<file path="config.mk">
export PLATFORM = sky130hd
export DESIGN_NAME = avalon_vector_reduce
export DESIGN_NICKNAME = d
export VERILOG_FILES = /design/src/rtl/avalon_vector_reduce.sv
export SDC_FILE = /design/constraint.sdc
export NUM_CORES = 1
export LEC_CHECK = 0
export BUFFER_PORTS_ARGS = -buffer_cell sky130_fd_sc_hd__buf_2
export CAP_MARGIN = 15
export CORE_MARGIN = 2
export CORE_UTILIZATION = 45
export CTS_BUF_LIST = sky130_fd_sc_hd__clkbuf_16
export CTS_CLUSTER_SIZE = 8
export DETAILED_ROUTE_END_ITERATION = 6
export PLACE_DENSITY = 0.66
export SLEW_MARGIN = 10
export SYNTH_ARGS = -nofsm -noshare
export SYNTH_HDL_FRONTEND = slang
export SYNTH_SLANG_ARGS = --single-unit
</file>
<file path="constraint.sdc">
create_clock -name clk_50 -period 5.5 [get_ports clk_50]
set_input_delay 1.1 -clock clk_50 [delete_from_list [all_inputs] [get_ports clk_50]]
set_output_delay 1.1 -clock clk_50 [all_outputs]
set_load 0.005 [all_outputs]
</file>
<file path="src/rtl/avalon_vector_reduce.sv">
`default_nettype none
// ============================================================================
// Module   : avalon_vector_reduce
// Purpose  : Avalon-MM vector reduction engine. The CPU programs a source
//            address, an element count and a reduction mode through the CSR
//            slave. A pipelined read master then fetches the vector and
//            reduces it to one result: unsigned sum, signed sum, unsigned
//            maximum or unsigned minimum.
// Revision : 1.0 - initial release
// ----------------------------------------------------------------------------
// Ports
//   clk_50          in   system clock (single clock domain)
//   reset_n         in   asynchronous active-low reset
//   s_address[2:0]  in   CSR word address
//   s_read          in   CSR read strobe (data returned one cycle later)
//   s_write         in   CSR write strobe
//   s_writedata     in   CSR write data
//   s_readdata      out  CSR read data
//   irq             out  level interrupt, DONE & IRQ_EN (registered)
//   m_address       out  master byte address
//   m_read          out  master read request
//   m_waitrequest   in   master stall
//   m_readdata      in   master read data (one element)
//   m_readdatavalid in   master read data valid
// CSR map
//   0 CTRL      bit0 START (write-1 pulse, reads 0), bit1 IRQ_EN
//   1 STATUS    bit0 BUSY (RO), bit1 DONE (W1C)
//   2 SRC       byte address, element aligned
//   3 LEN       element count
//   4 MODE      0 usum, 1 ssum, 2 umax, 3 umin
//   5 RESULT_LO result[31:0]
//   6 RESULT_HI result[ACC_W-1:32], zero-extended
//   7 reserved, reads 0
// ============================================================================
module avalon_vector_reduce #(
    parameter int DATA_W   = 32,
    parameter int ADDR_W   = 32,
    parameter int LEN_W    = 24,
    parameter int ACC_W    = 48,
    parameter int MAX_PEND = 8
) (
    input  logic              clk_50,
    input  logic              reset_n,
    input  logic [2:0]        s_address,
    input  logic              s_read,
    input  logic              s_write,
    input  logic [31:0]       s_writedata,
    output logic [31:0]       s_readdata,
    output logic              irq,
    output logic [ADDR_W-1:0] m_address,
    output logic              m_read,
    input  logic              m_waitrequest,
    input  logic [DATA_W-1:0] m_readdata,
    input  logic              m_readdatavalid
);

    localparam int                BYTES        = DATA_W / 8;
    localparam logic [ADDR_W-1:0] C_STEP       = ADDR_W'(BYTES);
    localparam logic [ADDR_W-1:0] C_ALIGN_MASK = ~(ADDR_W'(BYTES - 1));
    localparam logic [LEN_W-1:0]  C_MAX_PEND   = LEN_W'(MAX_PEND);

    typedef enum logic [1:0] {
        ST_IDLE   = 2'd0,
        ST_RUN    = 2'd1,
        ST_FINISH = 2'd2
    } state_t;

    state_t            r_state;
    logic              r_irq_en;
    logic              r_done;
    logic              r_irq;
    logic [ADDR_W-1:0] r_src;
    logic [ADDR_W-1:0] r_addr;
    logic [LEN_W-1:0]  r_len;
    logic [LEN_W-1:0]  r_issued;
    logic [LEN_W-1:0]  r_received;
    logic [1:0]        r_mode;
    logic [ACC_W-1:0]  r_acc;
    logic [ACC_W-1:0]  r_result;
    logic              r_read;
    logic [31:0]       r_readdata;

    logic              w_busy;
    logic              w_start;
    logic              w_accept;
    logic              w_beat;
    logic              w_last;
    logic              w_first;
    logic [LEN_W-1:0]  w_issued_nx;
    logic [LEN_W-1:0]  w_received_nx;
    logic [LEN_W-1:0]  w_pend_nx;
    logic [ACC_W-1:0]  w_elem_u;
    logic [ACC_W-1:0]  w_elem_s;
    logic [ACC_W-1:0]  w_acc_nx;
    logic [31:0]       w_rd_data;
    logic [31:0]       w_result_hi;

    assign w_busy   = (r_state != ST_IDLE);
    assign w_start  = s_write && (s_address == 3'd0) && s_writedata[0] && !w_busy;
    assign w_accept = r_read && !m_waitrequest;
    // Beats outside RUN belong to reads issued before a reset and are dropped.
    assign w_beat   = m_readdatavalid && (r_state == ST_RUN);

    assign w_issued_nx   = r_issued + LEN_W'(w_accept);
    assign w_received_nx = r_received + LEN_W'(w_beat);
    assign w_pend_nx     = w_issued_nx - w_received_nx;
    assign w_last        = w_beat && (w_received_nx == r_len);
    assign w_first       = (r_received == '0);

    assign w_elem_u = {{(ACC_W - DATA_W){1'b0}}, m_readdata};
    assign w_elem_s = {{(ACC_W - DATA_W){m_readdata[DATA_W-1]}}, m_readdata};

    // Max/min seed the accumulator with the first element of the run.
    always_comb begin
        w_acc_nx = r_acc;
        case (r_mode)
            2'd0:    w_acc_nx = r_acc + w_elem_u;
            2'd1:    w_acc_nx = r_acc + w_elem_s;
            2'd2:    if (w_first || (w_elem_u > r_acc)) w_acc_nx = w_elem_u;
            default: if (w_first || (w_elem_u < r_acc)) w_acc_nx = w_elem_u;
        endcase
    end

    assign w_result_hi = 32'(r_result >> 32);

    always_comb begin
        w_rd_data = '0;
        case (s_address)
            3'd0:    w_rd_data = {30'd0, r_irq_en, 1'b0};
            3'd1:    w_rd_data = {30'd0, r_done, w_busy};
            3'd2:    w_rd_data = 32'(r_src);
            3'd3:    w_rd_data = 32'(r_len);
            3'd4:    w_rd_data = {30'd0, r_mode};
            3'd5:    w_rd_data = r_result[31:0];
            3'd6:    w_rd_data = w_result_hi;
            default: w_rd_data = '0;
        endcase
    end

    always_ff @(posedge clk_50 or negedge reset_n) begin
        if (!reset_n) begin
            r_state    <= ST_IDLE;
            r_irq_en   <= 1'b0;
            r_done     <= 1'b0;
            r_irq      <= 1'b0;
            r_src      <= '0;
            r_addr     <= '0;
            r_len      <= '0;
            r_issued   <= '0;
            r_received <= '0;
            r_mode     <= '0;
            r_acc      <= '0;
            r_result   <= '0;
            r_read     <= 1'b0;
            r_readdata <= '0;
        end else begin
            r_readdata <= s_read ? w_rd_data : 32'd0;
            r_irq      <= r_done && r_irq_en;

            if (s_write) begin
                case (s_address)
                    3'd0: r_irq_en <= s_writedata[1];
                    3'd1: if (s_writedata[1]) r_done <= 1'b0;
                    3'd2: if (!w_busy) r_src  <= ADDR_W'(s_writedata) & C_ALIGN_MASK;
                    3'd3: if (!w_busy) r_len  <= LEN_W'(s_writedata);
                    3'd4: if (!w_busy) r_mode <= s_writedata[1:0];
                    default: ;
                endcase
            end

            case (r_state)
                ST_IDLE: begin
                    if (w_start) begin
                        if (r_len != '0) begin
                            r_state    <= ST_RUN;
                            r_done     <= 1'b0;
                            r_issued   <= '0;
                            r_received <= '0;
                            r_addr     <= r_src;
                            r_acc      <= '0;
                            r_read     <= 1'b1;
                        end else begin
                            // Empty vector: complete at once with a zero result.
                            r_done   <= 1'b1;
                            r_result <= '0;
                        end
                    end
                end
                ST_RUN: begin
                    r_issued   <= w_issued_nx;
                    r_received <= w_received_nx;
                    if (w_accept) begin
                        r_addr <= r_addr + C_STEP;
                    end
                    if (w_beat) begin
                        r_acc <= w_acc_nx;
                    end
                    if (w_last) begin
                        r_state <= ST_FINISH;
                        r_read  <= 1'b0;
                    end else begin
                        // Looking at next-cycle counts drops m_read in the very
                        // cycle the outstanding window fills.
                        r_read <= (w_issued_nx < r_len) && (w_pend_nx < C_MAX_PEND);
                    end
                end
                ST_FINISH: begin
                    r_result <= r_acc;
                    r_done   <= 1'b1;
                    r_state  <= ST_IDLE;
                end
                default: begin
                    r_state <= ST_IDLE;
                    r_read  <= 1'b0;
                end
            endcase
        end
    end

    assign s_readdata = r_readdata;
    assign irq        = r_irq;
    assign m_address  = r_addr;
    assign m_read     = r_read;

endmodule
`default_nettype wire

</file>
==> impl_metrics.toml <==
[routing]
wl_per_cell_um = 20.8
drtIter0Drc = 1238
dr.pass1.iters = 7
avgViaCountPerCell = 6.01
drc = 1
antenna_left = 0
drt-total-wl_um = 54900
vias = 15900

[clock_network]
clk_pin_slew_ns = 0.05
cts_root_buffer = "clkbuf_16"
cts_tree = "built"
cts_sinks = 268
cts_buffer_depth = 3
numCtsBuffers = 39
cts_resized = 0
clock_latency_ns = 0.55
cts_setup_buffers = 0
htree_levels = 2
postCtsHoldBufs = 0

[floorplanning]
design.portCount = 139
start_util_pct = 45.4
die_width_um = 204
fp-row-count = 73
dieArea_mm2 = 0.0416
core_area_mm2 = 0.0396
fp.dieH_um = 204

[outcome]
status = "finished, violations left"
failed_checks = "design-rule violations"

[power_and_ir_drop]
irDropWorstVdd_uv = 219
p_per_area_mw_per_mm2 = 427
power_w = 0.00865
p_leak_nw = 9.24

[logic_synthesis]
synth_top_family_by_area = "compound AO/OA/AOI/OAI gates"
synth_area_per_cell_um2 = 8.90
synth.top_cells.by_area = "dfrtp_1 (37%), ha_1 (9.0%), mux2_2 (4.9%), a22o_1 (4.3%), a21oi_1 (4.3%)"
synthArstFlopShare_pct = 100
synthAdderAreaFrac_pct = 9.08
synth-edff-count = 0
synthTopCellsByCount = "dfrtp_1 (268), nor2_1 (185), nand2_1 (166)"
yosysTopAreaCellShare_pct = 37.3
syn_inst = 2022
synthMuxAreaShare_pct = 5.11
yosys.area.top_type = "dfrtp_1"
synthSimpleGateAreaFrac_pct = 16.5
ys.flop_type = "dfrtp_1"
synth_area_mm2 = 0.0180
ys_types = 80
yosys_warnings = 0
synth_xor_area_share_pct = 5.45
ys_ff_latch = 268
yosysSeqAreaShare_pct = 37.3
synth-compound-area-share_pct = 21.8
yosysMostFrequentCell = "dfrtp_1"

[critical_path]
required_ns = 5.95
slowest_stage = "dfrtp_1"
slowest_delay_ns = 0.51
critPathLaunchType = "flop"
path_cells = "inv_1 > nor2_4 > nand2_1 > inv_1 > ha_1 > nand3_1 > nor2_1 > xnor2_1 > ha_1 > and2_1 > and3_1 > a21oi_1 > nor2b_1 > a31oi_1 > nor2_1 > nor3_1 > o21ai_0 > a31oi_1 > mux2i_1 > o31ai_1"
critPathCaptureType = "flop"
arrival_ns = 5.26
crit_fanout = 6
rrSetupSlack_ns = 0.69
critical_path_class = "flop to flop"

[placed_design]
hpwl_um = 40900
routabilityCongestion = 1.01
io_buffers = 136
place_ws_ns = 0.264

[timing]
slew_headroom_pct = 31.2
slew_violations = 0
worst_slack_ns = 0.690
fin_skew_ns = 0.0220
period_minus_slack_ns = 4.81
tns_ns = 0
rsz0062_at_grt = "false"
fmaxAchievable_mhz = 208
setup_violations = 0
finalHoldViolCount = 0
finalCritPeriodShare_pct = 87.4
tightest_slew_ns = 1.03

[cells_and_area]
diodes = 0
area_growth_pct = 12.6
post-route-util_pct = 51.1
drive_above_1_share_pct = 15.5
nets = 2319
n_fill_cell = 3704
regArea_mm2 = 0.00671
multi_input_area_mm2 = 0.0105

[run]
maxCapViolations = 0

[global_route]
grt_max_degree = 99
grt_pass1_wl_um = 86500
overflow = 0
grt_use_total_pct = 26.3
antenna_found_initial = 0
grt_pass1_vias = 15300

[min_path]
hold_path_class = "flop to flop"
## final cells by class
class / instances / share of cell area (%)
Tap cell: 525 / 3.24
Multi-Input combinational cell: 1531 / 51.8
Sequential cell: 268 / 33.1
Clock inverter: 7 / 0.346
Inverter: 106 / 1.96
Timing Repair Buffer: 170 / 4.75
Clock buffer: 39 / 4.82
## final timing paths
| path | from | endpoint | depth (start not counted) |
|---|---|---|---|
| max reg2reg | r_state[0]$_DFFE_PN0P_ | m_read$_DFFE_PN0P_ | 20 |
| min | r_result[47]$_DFFE_PN0P_ | r_result[47]$_DFFE_PN0P_ | 1 |
| max in group asynchronous | reset_n | r_acc[32]$_DFFE_PN0P_ | 2 |
| max | r_state[0]$_DFFE_PN0P_ | m_read$_DFFE_PN0P_ | 20 |
| min reg2reg | r_result[47]$_DFFE_PN0P_ | r_result[47]$_DFFE_PN0P_ | 1 |
| min in group asynchronous | reset_n | r_issued[9]$_DFFE_PN0P_ | 1 |
## kinds of logic (layout without fill, tap and decap cells)
| family | count (synthesis) | in the layout |
|---|---|---|
| other | 1 | 2 |
| muxes | 82 | 82 |
| and+or+nand+nor | 614 | 614 |
| xor gates and xnor gates | 112 | 112 |
| buffers and inverters | 224 | 322 |
| DFF | 268 | 268 |
| adders and majority gates | 130 | 130 |
| AOI/OAI and AO/OA | 591 | 591 |
## sequential cells by signal (all words and copies together), names as in the netlist
register	cells
r_received	24
m_read	1
r_src	30
r_mode	2
r_acc	48
r_result	48
irq	1
r_issued	24
r_state	2
r_irq_en	1
s_readdata	32
m_address	30
r_len	24
r_done	1
## metal layers
metal	share of wire (%)	global-route usage, %
met5	0	0
met4	3.6	9.50
met3	6.5	3.84
met2	46	42.3
met1	44	36.2
## through the flow
stage,cells,area (um2),hold WS (ns)
3_5_place_dp,2599,19200,0.489
6_report,2646,20300,0.498
2_1_floorplan,2023,18000,0.466
3_3_place_gp,2599,19200,0.483
4_1_cts,2645,20200,0.502
5_1_grt,2646,20300,0.514
## critical path, delay by kind of cell, from the launching register on
kind / cells / cell delay (ns)
AOI/OAI and AO/OA: 5 / 1.37
adders and majority gates: 2 / 0.64
buffers and inverters: 2 / 0.34
and+or+nand+nor: 9 / 1.55
muxes: 1 / 0.11
xor gates and xnor gates: 1 / 0.20
DFF: 1 / 0.51
## report_power, final
part / switching, W / total (W) / internal [W]
sequential: 0.000623 / 0.00302 / 0.00240
clock: 0.000870 / 0.00213 / 0.00126
combinational: 0.00207 / 0.00350 / 0.00144
## placed cells by master (no fill, tap or decap), types with 21 or more instances in the layout
master / count
dfrtp_1: 267
nor2_1: 183
nand2_1: 166
a21oi_1: 153
buf_2: 135
ha_1: 129
o21ai_0: 123
inv_1: 109
a22o_1: 89
mux2_2: 79
xnor2_1: 77
nand3_1: 49
o31ai_1: 43
clkbuf_16: 39
xor2_1: 35
a22oi_1: 34
buf_4: 32
nor3_1: 30
nor2b_1: 29
nor4_1: 25
nand4_1: 25
and3_1: 21
a31oi_1: 21
(Power assumes the default switching activity.)
